<file path="config.mk">
export PLATFORM = sky130hd
export DESIGN_NAME = exp_sum_acc
export DESIGN_NICKNAME = d
export VERILOG_FILES = /design/src/rtl/exp_sum_acc.sv
export SDC_FILE = /design/constraint.sdc
export NUM_CORES = 1
export LEC_CHECK = 0
export BUFFER_PORTS_ARGS = -buffer_cell sky130_fd_sc_hd__buf_2
export CORE_ASPECT_RATIO = 1.75
export CORE_MARGIN = 10
export CORE_UTILIZATION = 55
export CTS_CLUSTER_DIAMETER = 200
export DETAILED_ROUTE_END_ITERATION = 10
export PLACE_DENSITY = 0.76
export SLEW_MARGIN = 10
export SYNTH_ARGS = -nofsm -noshare
export SYNTH_HDL_FRONTEND = slang
export SYNTH_SLANG_ARGS = --single-unit
</file>
<file path="constraint.sdc">
create_clock -name clk -period 3.47 [get_ports clk]
set_input_delay 0.694 -clock clk [delete_from_list [all_inputs] [get_ports clk]]
set_output_delay 0.694 -clock clk [all_outputs]
set_load 0.005 [all_outputs]
</file>
<file path="src/rtl/exp_sum_acc.sv">
// Accumulates VEC_LEN exp results into a sum and tracks the max element. oSumValid pulses one cycle after the last element.
// Optional EXP_SUM_ACC_SAT_EN makes the accumulator saturate and flag overflow; when undefined, it wraps.
module exp_sum_acc #(
  parameter int VEC_LEN = 16,
  parameter int ACC_W   = 24
) (
  input  logic             clk,
  input  logic             rst_n,
  input  logic [19:0]      iData,
  input  logic             iDataValid,
  input  logic             iClear,
  output logic [ACC_W-1:0] oSum,
  output logic [19:0]      oMax,
  output logic             oSumValid,
  output logic             oBusy,
  output logic             oOverflow
);

  localparam logic [1:0] IDLE = 2'd0;
  localparam logic [1:0] ACC  = 2'd1;
  localparam logic [1:0] DONE = 2'd2;
  localparam int CNT_W = $clog2(VEC_LEN);

  logic [1:0]       state;
  logic [CNT_W-1:0] cnt;
  logic [ACC_W-1:0] acc;
  logic [19:0]      maxVal;
  logic             ovf;

  logic [ACC_W-1:0] accNext;
  logic [19:0]      maxNext;
  logic             ovfNext;
  logic             lastElem;

`ifdef EXP_SUM_ACC_SAT_EN
  logic [ACC_W:0] sumExt;
  assign sumExt  = {1'b0, acc} + (ACC_W+1)'(iData);
  // Once clamped, the vector stays at all-ones even if later elements are zero.
  assign ovfNext = ovf | sumExt[ACC_W];
  assign accNext = ovfNext ? {ACC_W{1'b1}} : sumExt[ACC_W-1:0];
`else
  assign accNext = acc + ACC_W'(iData);
  assign ovfNext = 1'b0;
`endif

  assign maxNext  = (iData > maxVal) ? iData : maxVal;
  assign lastElem = (cnt == CNT_W'(VEC_LEN - 1));

  always_ff @(posedge clk or negedge rst_n) begin
    if (!rst_n) begin
      state  <= IDLE;
      cnt    <= '0;
      acc    <= '0;
      maxVal <= '0;
      ovf    <= 1'b0;
      oSum   <= '0;
      oMax   <= '0;
    end else if (iClear) begin
      state <= IDLE;
      cnt   <= '0;
      acc   <= '0;
      ovf   <= 1'b0;
    end else begin
      case (state)
        IDLE, DONE: begin
          if (iDataValid) begin
            acc    <= ACC_W'(iData);
            maxVal <= iData;
            cnt    <= CNT_W'(1);
            ovf    <= 1'b0;
            state  <= ACC;
          end else begin
            state <= IDLE;
          end
        end
        ACC: begin
          if (iDataValid) begin
            acc    <= accNext;
            maxVal <= maxNext;
            ovf    <= ovfNext;
            if (lastElem) begin
              oSum  <= accNext;
              oMax  <= maxNext;
              cnt   <= '0;
              state <= DONE;
            end else begin
              cnt <= cnt + CNT_W'(1);
            end
          end
        end
        default: state <= IDLE;
      endcase
    end
  end

  assign oSumValid = (state == DONE);
  assign oBusy     = (state == ACC);
  assign oOverflow = ovf;

endmodule

</file>
==> metrics.md, run 1 <==
| Metric | Value |
|---|---|
| RSZ-0062 raised after global routing | no |
| #FFs+latches synth | 94 |
| Layout overhead on the synthesized area | 13.9% |
| Post-route setup TNS | 0 ps |
| CORE AREA | 0.00985 mm^2 |
| Clock share of power | 33.6% |
| Final Critical Period | 2800 ps |
| Most frequent cell after synthesis | dfrtp_1 |
| Vias in the first global route | 4502 |
| Syn Inst Count | 569 |
| Top-area cell type share of the netlist area | 42.7% |
| Reg2Reg Depth | 10 |
| Global placer's final weighted congestion | 0.905 |
| DP Wirelength | 9780 um |
| CTS tree | built |
| Post-synth EDFFs | 0 |
| Post-synth top cells | 94 x dfrtp_1, 78 x nand2_1, 70 x o21ai_0 |
| CTS Hold Bufs | 0 |
| IO Port Bufs | 69 |
| Reg2reg start | maxVal[18]$_DFFE_PN0P_ |
| Startpoint Class | primary input |
| CTS HTree Levels | 3 |
| Initial antenna violation count | 0 |
| Final Hold Viols | 0 |
| Pin count of the biggest net entering global routing | 63 |
| CP max FO | 20 |
| Internal power | 2.08 mW |
| Crit path buffers/inverters | 2 |
| Post-layout util | 63.7% |
| Vias per cell | 5.76 |
| GR Util All Layers | 18.8% |
| NumNets Final | 700 |
| Worst path arrival time | 3010 ps |
| Worst setup path class | primary input to flop |
| Warnings from Yosys | 0 |
| Final period util | 80.7% |
| Worst Max-Slew Pin Slew | 813 ps |
| Status | complete, no violations |
| Initial DRC Count | 236 |
| Post-route ant nets | 0 |
| CP top delay family | simple AND/OR/NAND/NOR gates |
| Per-cell routed wire length | 17.2 um |
| Count of boundary I/O pins | 71 |
| Antenna Cells | 0 |
| Layout cells sized above 1 | 18.8% |
| Post-route DRC | 0 |
| Die ar. | 0.0146 mm^2 |
| Die Span Y | 152 um |
| Total number of vias | 4402 |
| Main synth FF type | dfrtp_1 |
| Endpoints failing setup | 0 |
| Gate power share | 24.7% |
| Routed WL | 13200 um |
| Async SR Flop Fraction | 100% |
| Final slew viol count | 0 |
| CP required | 3670 ps |
| Flop pwr share | 41.7% |
| Clock latency on the worst-skew pair | 350 ps |
| Rows | 48 |
| Maximum clock frequency | 357 MHz |
| CP Capture Type | flop |
| Reg2reg end | oMax[4]$_DFFE_PN0P_ |
| Netlist area before placement | 0.00551 mm^2 |
| Synth top area cells | dfrtp_1 43%, ha_1 9.3%, o21ai_0 6.4% |
| P_sw | 0.875 mW |
| Crit-path max cell delay | 410 ps |
| Remaining Overflow, GRT | 0 |
| First-pass GRT wire length | 22100 um |
| Critical-path cell list | buf_2, ha_1, nand4_1, nor3_1, nand4_1, or3_1, o21ai_2, buf_4, mux2i_1, o21ai_0 |
| Register area share after synthesis | 42.7% |
| Synth area leader | dfrtp_1 |
| Clock tree sinks | 94 |
| Max_slew headroom | 45.8% |
| Starting Density | 55.9% |
| Worst Hold Class | primary input to async pin |
| VDD IR max | 0.000328 V |
| Setup Buffers After CTS | 0 |
| Root buf cell | clkbuf_16 |
| Cell at the slowest stage of the critical path | or3_1 |
| Die outline width | 95.7 um |
| Switching share of power | 29.6% |
| Post-CTS sizing | 0 |
| Worst clock skew | 5.08 ps |
| Static Leak | 3.23 nW |
| Clk buf depth | 2 |
| Number of library cell types mapped by synthesis | 57 |
| Syn nets | 635 |
| FF-to-FF setup slack | 720 ps |
| Synthesized area per cell | 9.68 um^2 |
| First-pass detailed-route iteration total | 5 |
| Max Cap Viol | 0 |
| Crit path top cell by count | nand4_1 |
| Total CTS buffers | 9 |
| PD cells | 471 mW/mm^2 |
| Worst-path clk slew | 60 ps |
metal layers:
| layer | track usage [%] | wire (um) | share of wire, % |
|---|---|---|---|
| met1 | 22.4 | 5360 | 41 |
| met3 | 4.74 | 684 | 5.2 |
| met4 | 6.56 | 235 | 1.8 |
| met5 | 0 | 0 | 0 |
| met2 | 31.5 | 6890 | 52 |
state kept, by name, indices dropped and copies added (netlist names):
name    count
acc        24
cnt         4
maxVal     20
oMax       20
oSum       24
state       2
through the flow:
stage / area [um^2] / total power, mW / worst slack [ps] / hold WS [ps] / cells
5_1_grt: 6280 / 3.12 / 524 / 496 / 764
3_3_place_gp: 5980 / 1.94 / 382 / 454 / 748
2_1_floorplan: 5510 / 1.78 / 697 / 398 / 569
3_5_place_dp: 5980 / 1.97 / 335 / 463 / 748
6_report: 6280 / 2.96 / 669 / 439 / 764
4_1_cts: 6280 / 2.97 / 674 / 457 / 764
cell type report:
class,instances,area (um^2)
tap,125,156
fill,819,3570
clock buffer,13,250
inverter,32,120
timing repair buffer,80,430
sequential,94,2350
multi-input combinational,417,2920
clock inverter,3,43.8
worst max path at each step:
stage               startpoint              endpoint  slack (ps)  cells after the start
floorplan             iData[0]  oSum[22]$_DFFE_PN0P_         700                     10
global placement      iData[0]  oSum[22]$_DFFE_PN0P_         380                     11
detailed placement   iData[18]   oMax[5]$_DFFE_PN0P_         330                     10
CTS                  iData[18]   oMax[4]$_DFFE_PN0P_         670                     10
global route         iData[18]   oMax[4]$_DFFE_PN0P_         520                     10
finish               iData[18]   oMax[4]$_DFFE_PN0P_         670                     10
cell usage in the layout, fill, tap and decap left out, types with 12 or more instances in the layout:
cell type  Yosys  final
buf_4          3     12
mux2_4        17     17
inv_1         31     31
a21oi_1       32     30
mux2i_1       24     24
o21ai_0       70     70
nand2_1       78     77
ha_1          41     41
nor2_1        25     25
buf_2          0     68
dfrtp_1       94     94
logic make-up (layout without fill, tap and decap cells):
group	after synthesis	count (layout)	synth area share (%)
AO/OA/AOI/OAI	173	173	19.6
XOR/XNOR	18	18	2.86
adder cells (fa/ha/maj)	42	42	9.68
buffers and inverters	58	128	4.43
flip-flops	94	94	42.7
multiplexers	45	45	9.81
other	1	1	0.0681
AND/OR/NAND/NOR	138	138	10.9
power groups by stage:
stage	Clock, mW	Sequential, mW	Combinational (mW)
after floorplan	0	1.23	0.548
after global placement	0	1.25	0.695
after detailed placement	0	1.25	0.723
after CTS	1.01	1.23	0.729
after global routing	1.06	1.24	0.819
final	0.993	1.23	0.729
worst register-to-register path, delay by kind of cell (launching register included):
| kind | cells | cell delay, ps |
|---|---|---|
| simple gates | 4 | 1040 |
| buf+inv | 2 | 420 |
| flops | 1 | 380 |
| fa+ha+maj | 1 | 310 |
| mux | 1 | 260 |
| compound gates | 2 | 200 |
Power figures use the tool's default switching activity.
==> run 2, diff against run 1 <==
--- a/config.mk
+++ b/config.mk
@@ -5,6 +5,7 @@
 export SDC_FILE = /design/constraint.sdc
 export NUM_CORES = 1
 export LEC_CHECK = 0
+export ABC_AREA = 1
 export BUFFER_PORTS_ARGS = -buffer_cell sky130_fd_sc_hd__buf_2
 export CORE_ASPECT_RATIO = 1.75
 export CORE_MARGIN = 10
==> constraint.sdc (replaced) <==
create_clock -name clk -period 2.7 [get_ports clk]
set_input_delay 0.54 -clock clk [delete_from_list [all_inputs] [get_ports clk]]
set_output_delay 0.54 -clock clk [all_outputs]
set_load 0.005 [all_outputs]
==> run 2 against run 1 <==
Clock skew barely moved; global-route usage rose by 3.5 points; clock power rose by 31%; critical path type is now flop to flop; largest power group unchanged; highest routed layer unchanged.
==> metrics.md, run 2 <==
| Metric | Value |
|---|---|
| Warnings from Yosys | 0 (unchanged) |
| Worst clock skew | 4.60 ps (was 5.08 ps) |
| Total number of vias | 6028 (was 4402) |
| Synth area leader | dfrtp_1 (unchanged) |
| Syn Inst Count | 901 (was 569) |
| Final slew viol count | 0 (unchanged) |
| Initial antenna violation count | 0 (unchanged) |
| Die ar. | 0.0161 mm^2 (was 0.0146 mm^2) |
| Clock tree sinks | 94 (unchanged) |
| Root buf cell | clkbuf_16 (unchanged) |
| DP Wirelength | 12900 um (was 9780 um) |
| CP Capture Type | flop (unchanged) |
| Synthesized area per cell | 6.91 um^2 (was 9.68 um^2) |
| Post-route ant nets | 0 (unchanged) |
| Worst setup path class | flop to flop (was primary input to flop) |
| Max Cap Viol | 0 (unchanged) |
| Post-route DRC | 0 (unchanged) |
| CP max FO | 3 (was 20) |
| Count of boundary I/O pins | 71 (unchanged) |
| NumNets Final | 1028 (was 700) |
| PD cells | 573 mW/mm^2 (was 471 mW/mm^2) |
| Rows | 51 (was 48) |
| Clock latency on the worst-skew pair | 350 ps (about the same) |
| Worst path arrival time | 2510 ps (was 3010 ps) |
| CTS tree | built (unchanged) |
| Netlist area before placement | 0.00623 mm^2 (was 0.00551 mm^2) |
| GR Util All Layers | 22.3% (was 18.8%) |
| Top-area cell type share of the netlist area | 37.8% (was 42.7%) |
| Maximum clock frequency | 440 MHz |
| Global placer's final weighted congestion | 0.933 (was 0.905) |
| Status | complete, no violations (unchanged) |
| Worst Max-Slew Pin Slew | 908 ps (was 813 ps) |
| Async SR Flop Fraction | 100% (unchanged) |
| Endpoints failing setup | 0 (unchanged) |
| Most common cell after layout, fill and taps aside | nand2_1 (was dfrtp_1) |
| Post-Synth Adder-Cell Area | 8.56% (was 9.68%) |
| Syn nets | 967 (was 635) |
| Clk buf depth | 2 (unchanged) |
| Routed WL | 17500 um (was 13200 um) |
| Starting Density | 56.1% (was 55.9%) |
| Cell at the slowest stage of the critical path | fa_1 (was or3_1) |
| Most frequent cell after synthesis | nand2_1 (was dfrtp_1) |
| CP required | 2940 ps (was 3670 ps) |
| Layout cells sized above 1 | 10.9% (was 18.8%) |
| First-pass GRT wire length | 29300 um (was 22100 um) |
| Vias in the first global route | 6050 (was 4502) |
| Final instance area | 0.00700 mm^2 (was 0.00628 mm^2) |
| Worst Hold Class | primary input to async pin (unchanged) |
| CTS Hold Bufs | 0 (unchanged) |
| Per-cell routed wire length | 16.0 um (was 17.2 um) |
| Crit path top cell by count | nand2_1 (was nand4_1) |
| Vias per cell | 5.48 (was 5.76) |
| Final period util | 84.2% |
| CTS HTree Levels | 3 (unchanged) |
| Pin count of the biggest net entering global routing | 54 (was 63) |
| Register area share after synthesis | 37.8% (was 42.7%) |
| RSZ-0062 raised after global routing | no (unchanged) |
| #FFs+latches synth | 94 (unchanged) |
| VDD IR max | 0.000438 V (was 0.000328 V) |
| Post-Place Setup Slack | 187 ps (was 335 ps) |
| First-pass detailed-route iteration total | 5 (unchanged) |
| Antenna Cells | 0 (unchanged) |
| Remaining Overflow, GRT | 0 (unchanged) |
| Post-layout util | 63.1% (was 63.7%) |
| IO Port Bufs | 69 (unchanged) |
| Post-synth EDFFs | 0 (unchanged) |
| Main synth FF type | dfrtp_1 (unchanged) |
| Post-CTS sizing | 0 (unchanged) |
| Post-Synth Simple-Gate Area | 33.3% (was 10.9%) |
| Total CTS buffers | 9 (unchanged) |
| Post-route setup TNS | 0 ps (unchanged) |
| Final worst setup slack | 428 ps (was 669 ps) |
| Largest registers | acc x24, oSum x24 (unchanged) |
| Synth Area in Compound Gates | 9.71% (was 19.6%) |
| Fillers | 1072 (was 819) |
| CP top delay family | simple AND/OR/NAND/NOR gates (unchanged) |
| Post-synth top cells | 323 x nand2_1, 110 x inv_1, 107 x nand3_1 (was 94 x dfrtp_1, 78 x nand2_1, 70 x o21ai_0) |
| Most frequent cells in the layout | 323 x nand2_1, 110 x inv_1, 107 x nand3_1 (was 94 x dfrtp_1, 77 x nand2_1, 70 x o21ai_0) |
| Crit path buffers/inverters | 2 (unchanged) |
| Critical-path cell list | ha_1, inv_1, fa_1, inv_1, nand3_1, nand3_1, nand2_1, nand2_1, nand2_1, nand2_1, nand2_1, nand3_1, o21ai_1, nand2_1, nand2_1 (was buf_2, ha_1, nand4_1, nor3_1, nand4_1, or3_1, o21ai_2, buf_4, mux2i_1, o21ai_0) |
| Max_slew headroom | 39.4% (was 45.8%) |
| Die Span Y | 161 um (was 152 um) |
| Initial DRC Count | 360 (was 236) |
| Final Critical Period | 2270 ps |
| Proportion of synthesized area in mux cells | 0% (was 9.81%) |
| Final non-filler cell total | 1099 (was 764) |
| Synth top area cells | dfrtp_1 38%, nand2_1 19%, nand3_1 8.6% (was dfrtp_1 43%, ha_1 9.3%, o21ai_0 6.4%) |
| Startpoint Class | flop (was primary input) |
| Xor and xnor area share after synthesis | 1.41% (was 2.86%) |
| DP Cell Count | 1083 (was 748) |
| Setup Buffers After CTS | 0 (unchanged) |
| Main combinational cell family by area after synthesis | simple AND/OR/NAND/NOR gates (was compound AO/OA/AOI/OAI gates) |
| Worst-path clk slew | 70 ps (was 60 ps) |
| Crit-path max cell delay | 410 ps (about the same) |
| Die outline width | 100 um (was 95.7 um) |
| Static Leak | 4.09 nW (was 3.23 nW) |
| Layout overhead on the synthesized area | 12.5% (was 13.9%) |
| Final Hold Viols | 0 (unchanged) |
| CORE AREA | 0.0111 mm^2 (was 0.00985 mm^2) |
| Cell Area, Placed | 0.00670 mm^2 (was 0.00598 mm^2) |
| Number of library cell types mapped by synthesis | 29 (was 57) |
[run 2: changes by cell type in the layout (fill, tap and decap cells not counted), sizes merged, moves of 8 or more]
cell    delta
mux2i     -24
a21o       -9
a21oi     +40
nand3    +100
mux2      -21
nand3b     +8
xor2      -10
nand2    +245
inv       +85
o21ai     -42
nor2      +19
[run 2: stage by stage]
stage,hold WS (ps),total power [mW]
finish,191,4.01
global route,254,4.26
CTS,222,4.03
detailed placement,460,2.73
global placement,454,2.71
floorplan,244,2.38
[run 2: path summary, 6_finish.rpt]
path                            slack, ps               endpoint  cells after the start                  from
worst max-delay path                  430    acc[12]$_DFFE_PN0P_                     15    acc[0]$_DFFE_PN0P_
worst min-delay path                  190     cnt[2]$_DFFE_PN0P_                      1                 rst_n
worst max register to register        430    acc[12]$_DFFE_PN0P_                     15    acc[0]$_DFFE_PN0P_
worst min register to register        470   oSum[23]$_DFFE_PN0P_                      2  oSum[23]$_DFFE_PN0P_
max in group asynchronous            1820  maxVal[3]$_DFFE_PN0P_                      2                 rst_n
min in group clk                      470   oSum[23]$_DFFE_PN0P_                      2  oSum[23]$_DFFE_PN0P_
[run 2: cells by family after synthesis]
| family | Yosys count |
|---|---|
| and+or+nand+nor | 492 |
| buffers and inverters | 147 |
| adders and majority gates | 42 |
| DFF | 94 |
| other | 1 |
| AOI/OAI and AO/OA | 115 |
| xor gates and xnor gates | 10 |
[run 2: routing by layer]
| metal | track usage (%) | wire length [um] | part of all wire, % |
|---|---|---|---|
| met1 | 25.0 | 6700 | 38 |
| met2 | 38.4 | 9050 | 52 |
| met3 | 3.39 | 969 | 5.5 |
| met4 | 12.7 | 825 | 4.7 |
| met5 | 0 | 0 | 0 |
[run 2: power breakdown]
group	internal, mW	switching [mW]	total, mW
Clock	0.744	0.555	1.30
Combinational	0.382	0.763	1.14
Sequential	1.52	0.0476	1.57
Total	2.65	1.36	4.01
[run 2: layout make-up]
type                    instances  area [um^2]  share of cell area, %
clock inverters                 5         58.8                  0.840
multi-input cells             660         3300                   47.1
clock buffers                  11          243                   3.47
flip-flops and latches         94         2350                   33.6
well taps                     132          165                   2.36
repair buffers                 81          450                   6.43
inverters                     116          435                   6.22
==> run 3, diff against run 2 <==
--- a/config.mk
+++ b/config.mk
@@ -5,7 +5,7 @@
 export SDC_FILE = /design/constraint.sdc
 export NUM_CORES = 1
 export LEC_CHECK = 0
-export ABC_AREA = 1
+export ABC_AREA = 0
 export BUFFER_PORTS_ARGS = -buffer_cell sky130_fd_sc_hd__buf_2
 export CORE_ASPECT_RATIO = 1.75
 export CORE_MARGIN = 10
==> constraint.sdc (replaced) <==
create_clock -name clk -period 2.1 [get_ports clk]
set_input_delay 0.42 -clock clk [delete_from_list [all_inputs] [get_ports clk]]
set_output_delay 0.42 -clock clk [all_outputs]
set_load 0.005 [all_outputs]
==> run 3 against run 2 <==
The flow now finishes with violations (negative setup slack); setup slack got worse by 860 ps; clock power increased by 28%; fmax decreased by 10%; sequential share of layout area decreased by 3.4 points; count of clock-buffer cells in the layout decreased by 1; wire length decreased by 1.8%; via count decreased by 13%; clock skew increased by 5.3 ps; critical endpoint is now maxVal[18]$_DFFE_PN0P_; highest routed layer unchanged.
==> metrics.md, run 3 (synthesis results as in run 1) <==
| Metric | Value |
|---|---|
| Final Hold Viols | 0 (unchanged) |
| First-pass detailed-route iteration total | 5 (unchanged) |
| Starting Density | 55.9% (was 56.1%) |
| Count of boundary I/O pins | 71 (unchanged) |
| Startpoint Class | flop (unchanged) |
| CP Capture Type | flop (unchanged) |
| Most common cell after layout, fill and taps aside | buf_4 (was nand2_1) |
| Worst path arrival time | 2760 ps (was 2510 ps) |
| Vias per cell | 5.96 (was 5.48) |
| Rows | 48 (was 51) |
| Clock tree sinks | 94 (unchanged) |
| Max Cap Viol | 0 (unchanged) |
| Routed WL | 17200 um (was 17500 um) |
| Initial antenna violation count | 1 (was 0) |
| Die ar. | 0.0146 mm^2 (was 0.0161 mm^2) |
| HP Start | iClear |
| Critical-path cell list | inv_1, ha_1, nand4_1, nor3_2, buf_4, buf_6, a221oi_2, o21ai_1, o21ai_2, buf_6, a21oi_4, buf_12, mux2_4 (was ha_1, inv_1, fa_1, inv_1, nand3_1, nand3_1, nand2_1, nand2_1, nand2_1, nand2_1, nand2_1, nand3_1, o21ai_1, nand2_1, nand2_1) |
| Worst Hold Class | primary input to flop (was primary input to async pin) |
| Worst clock skew | 9.92 ps (was 4.60 ps) |
| Final non-filler cell total | 880 (was 1099) |
| Total Power | 5.74 mW (was 4.01 mW) |
| Worst setup path class | flop to flop (unchanged) |
| Final Critical Period | 2530 ps (was 2270 ps) |
| Clock latency on the worst-skew pair | 350 ps (about the same) |
| Initial DRC Count | 459 (was 360) |
| Footprint of the multi-input gates | 0.00347 mm^2 (was 0.00330 mm^2) |
| CP max FO | 10 (was 3) |
| Post-route ant nets | 0 (unchanged) |
| Root buf cell | clkbuf_16 (unchanged) |
| Pin count of the biggest net entering global routing | 67 (was 54) |
| CORE AREA | 0.00985 mm^2 (was 0.0111 mm^2) |
| Post-route DRC | 0 (unchanged) |
| Remaining Overflow, GRT | 0 (unchanged) |
| PD cells | 735 mW/mm^2 (was 573 mW/mm^2) |
| Reg2Reg Depth | 13 (was 15) |
| Endpoints failing setup | 65 (was 0) |
| DP Wirelength | 11500 um (was 12900 um) |
| Crit-path max cell delay | 360 ps (was 410 ps) |
| Critical Path Stages | 13 (was 15) |
| Status | finished with violations (was complete, no violations) |
| First-pass GRT wire length | 26100 um (was 29300 um) |
| GR Util All Layers | 22.4% (was 22.3%) |
| Most frequent cells in the layout | 109 x buf_4, 94 x dfrtp_1, 76 x nand2_1 (was 323 x nand2_1, 110 x inv_1, 107 x nand3_1) |
| DP Cell Count | 847 (was 1083) |
| Die Span Y | 152 um (was 161 um) |
| Hold-critical path depth | 2 |
| IO Port Bufs | 69 (unchanged) |
| Per-cell routed wire length | 19.6 um (was 16.0 um) |
| Largest registers | acc x24, oSum x24 (unchanged) |
| Layout cells sized above 1 | 41.2% (was 10.9%) |
| Final period util | 120% (was 84.2%) |
| RSZ-0062 raised after global routing | yes (was no) |
| Crit path top cell by count | buf_6 (was nand2_1) |
| CP required | 2330 ps (was 2940 ps) |
| Clk buf depth | 2 (unchanged) |
| Layout overhead on the synthesized area | 41.7% (was 12.5%) |
| VDD IR max | 0.000505 V (was 0.000438 V) |
| Reg2reg start | maxVal[19]$_DFFE_PN0P_ (was acc[0]$_DFFE_PN0P_) |
| Final slew viol count | 0 (unchanged) |
| Cell at the slowest stage of the critical path | dfrtp_1 (was fa_1) |
| CP top delay family | buffers and inverters (was simple AND/OR/NAND/NOR gates) |
| Maximum clock frequency | 395 MHz (was 440 MHz) |
| Vias in the first global route | 5485 (was 6050) |
| Fillers | 577 (was 1072) |
| Violated checks | negative setup slack |
| Crit path buffers/inverters | 5 (was 2) |
| Post-route setup TNS | -16790 ps (was 0 ps) |
| Global placer's final weighted congestion | 0.896 (was 0.933) |
| Reg area | 0.00235 mm^2 (unchanged) |
| Setup crit start | maxVal[19]$_DFFE_PN0P_ (was acc[0]$_DFFE_PN0P_) |
| Worst-path clk slew | 70 ps (about the same) |
| Total number of vias | 5242 (was 6028) |
| CTS HTree Levels | 3 (unchanged) |
| NumNets Final | 816 (was 1028) |
| CTS tree | built (unchanged) |
| Total CTS buffers | 9 (unchanged) |
| Static Leak | 3.94 nW (was 4.09 nW) |
| Final worst setup slack | -430 ps (was 428 ps) |
| Die outline width | 95.7 um (was 100 um) |
## run 3: area by class of cell
cell class | instances | area share, %
clock buffer | 10 | 3.06
multi-input combinational | 417 | 44.4
sequential | 94 | 30.1
antenna | 1 | 0.0321
inverter | 32 | 1.54
timing repair buffer | 196 | 18.0
tap | 125 | 2.00
clock inverter | 5 | 0.754
## run 3: layer usage
metal  up-vias  track usage, %  part of all wire [%]
met5         -               0                     0
met4         0            10.4                   3.0
met3        52            4.14                   5.1
met2       204            40.3                    55
met1      2605            23.7                    37
li1       2381               -                     -
## run 3: power by group
group	leakage, nW	switching (mW)	internal (mW)
Sequential	1.25	0.0878	1.94
Clock	0.141	0.711	0.951
Combinational	2.55	0.998	1.05
Total	3.94	1.80	3.94
## run 3: per-stage QoR
step / hold WS [ps] / worst slack, ps / util, % / cell area, um^2
2_1_floorplan: 124 / -154 / - / 5710
3_3_place_gp: 306 / -444 / 70.7 / 6960
3_5_place_dp: 308 / -488 / 70.7 / 6960
4_1_cts: 287 / -379 / 76.3 / 7520
5_1_grt: 298 / -535 / 79.2 / 7800
6_report: 285 / -430 / 79.2 / 7800
## run 3: path summary, 6_finish.rpt
path	end	slack, ps
max	maxVal[18]$_DFFE_PN0P_	-430
min	state[0]$_DFFE_PN0P_	290
max reg2reg	maxVal[18]$_DFFE_PN0P_	-430
min reg2reg	oMax[17]$_DFFE_PN0P_	470
max in group asynchronous	oSum[18]$_DFFE_PN0P_	1020
min in group asynchronous	oMax[9]$_DFFE_PN0P_	480
## run 3: timing repair
| item | 4_1_cts | 5_1_grt |
|---|---|---|
| buffers inserted | 6 | 10 |
| endpoints found under the setup margin | 64 | 74 |
| gates cloned | 1 | 0 |
| pin swaps | 29 | 36 |
| gates resized for setup | 53 | 62 |
| hold buffers | 1 | 0 |
| endpoints found under the hold margin | 15 | 0 |
## run 3: worst register-to-register path: cells and delay by family (launching register included)
kind	cells	cell delay (ps)
simple gates	2	370
mux	1	310
fa+ha+maj	1	290
flops	1	360
buf+inv	5	630
compound gates	4	450
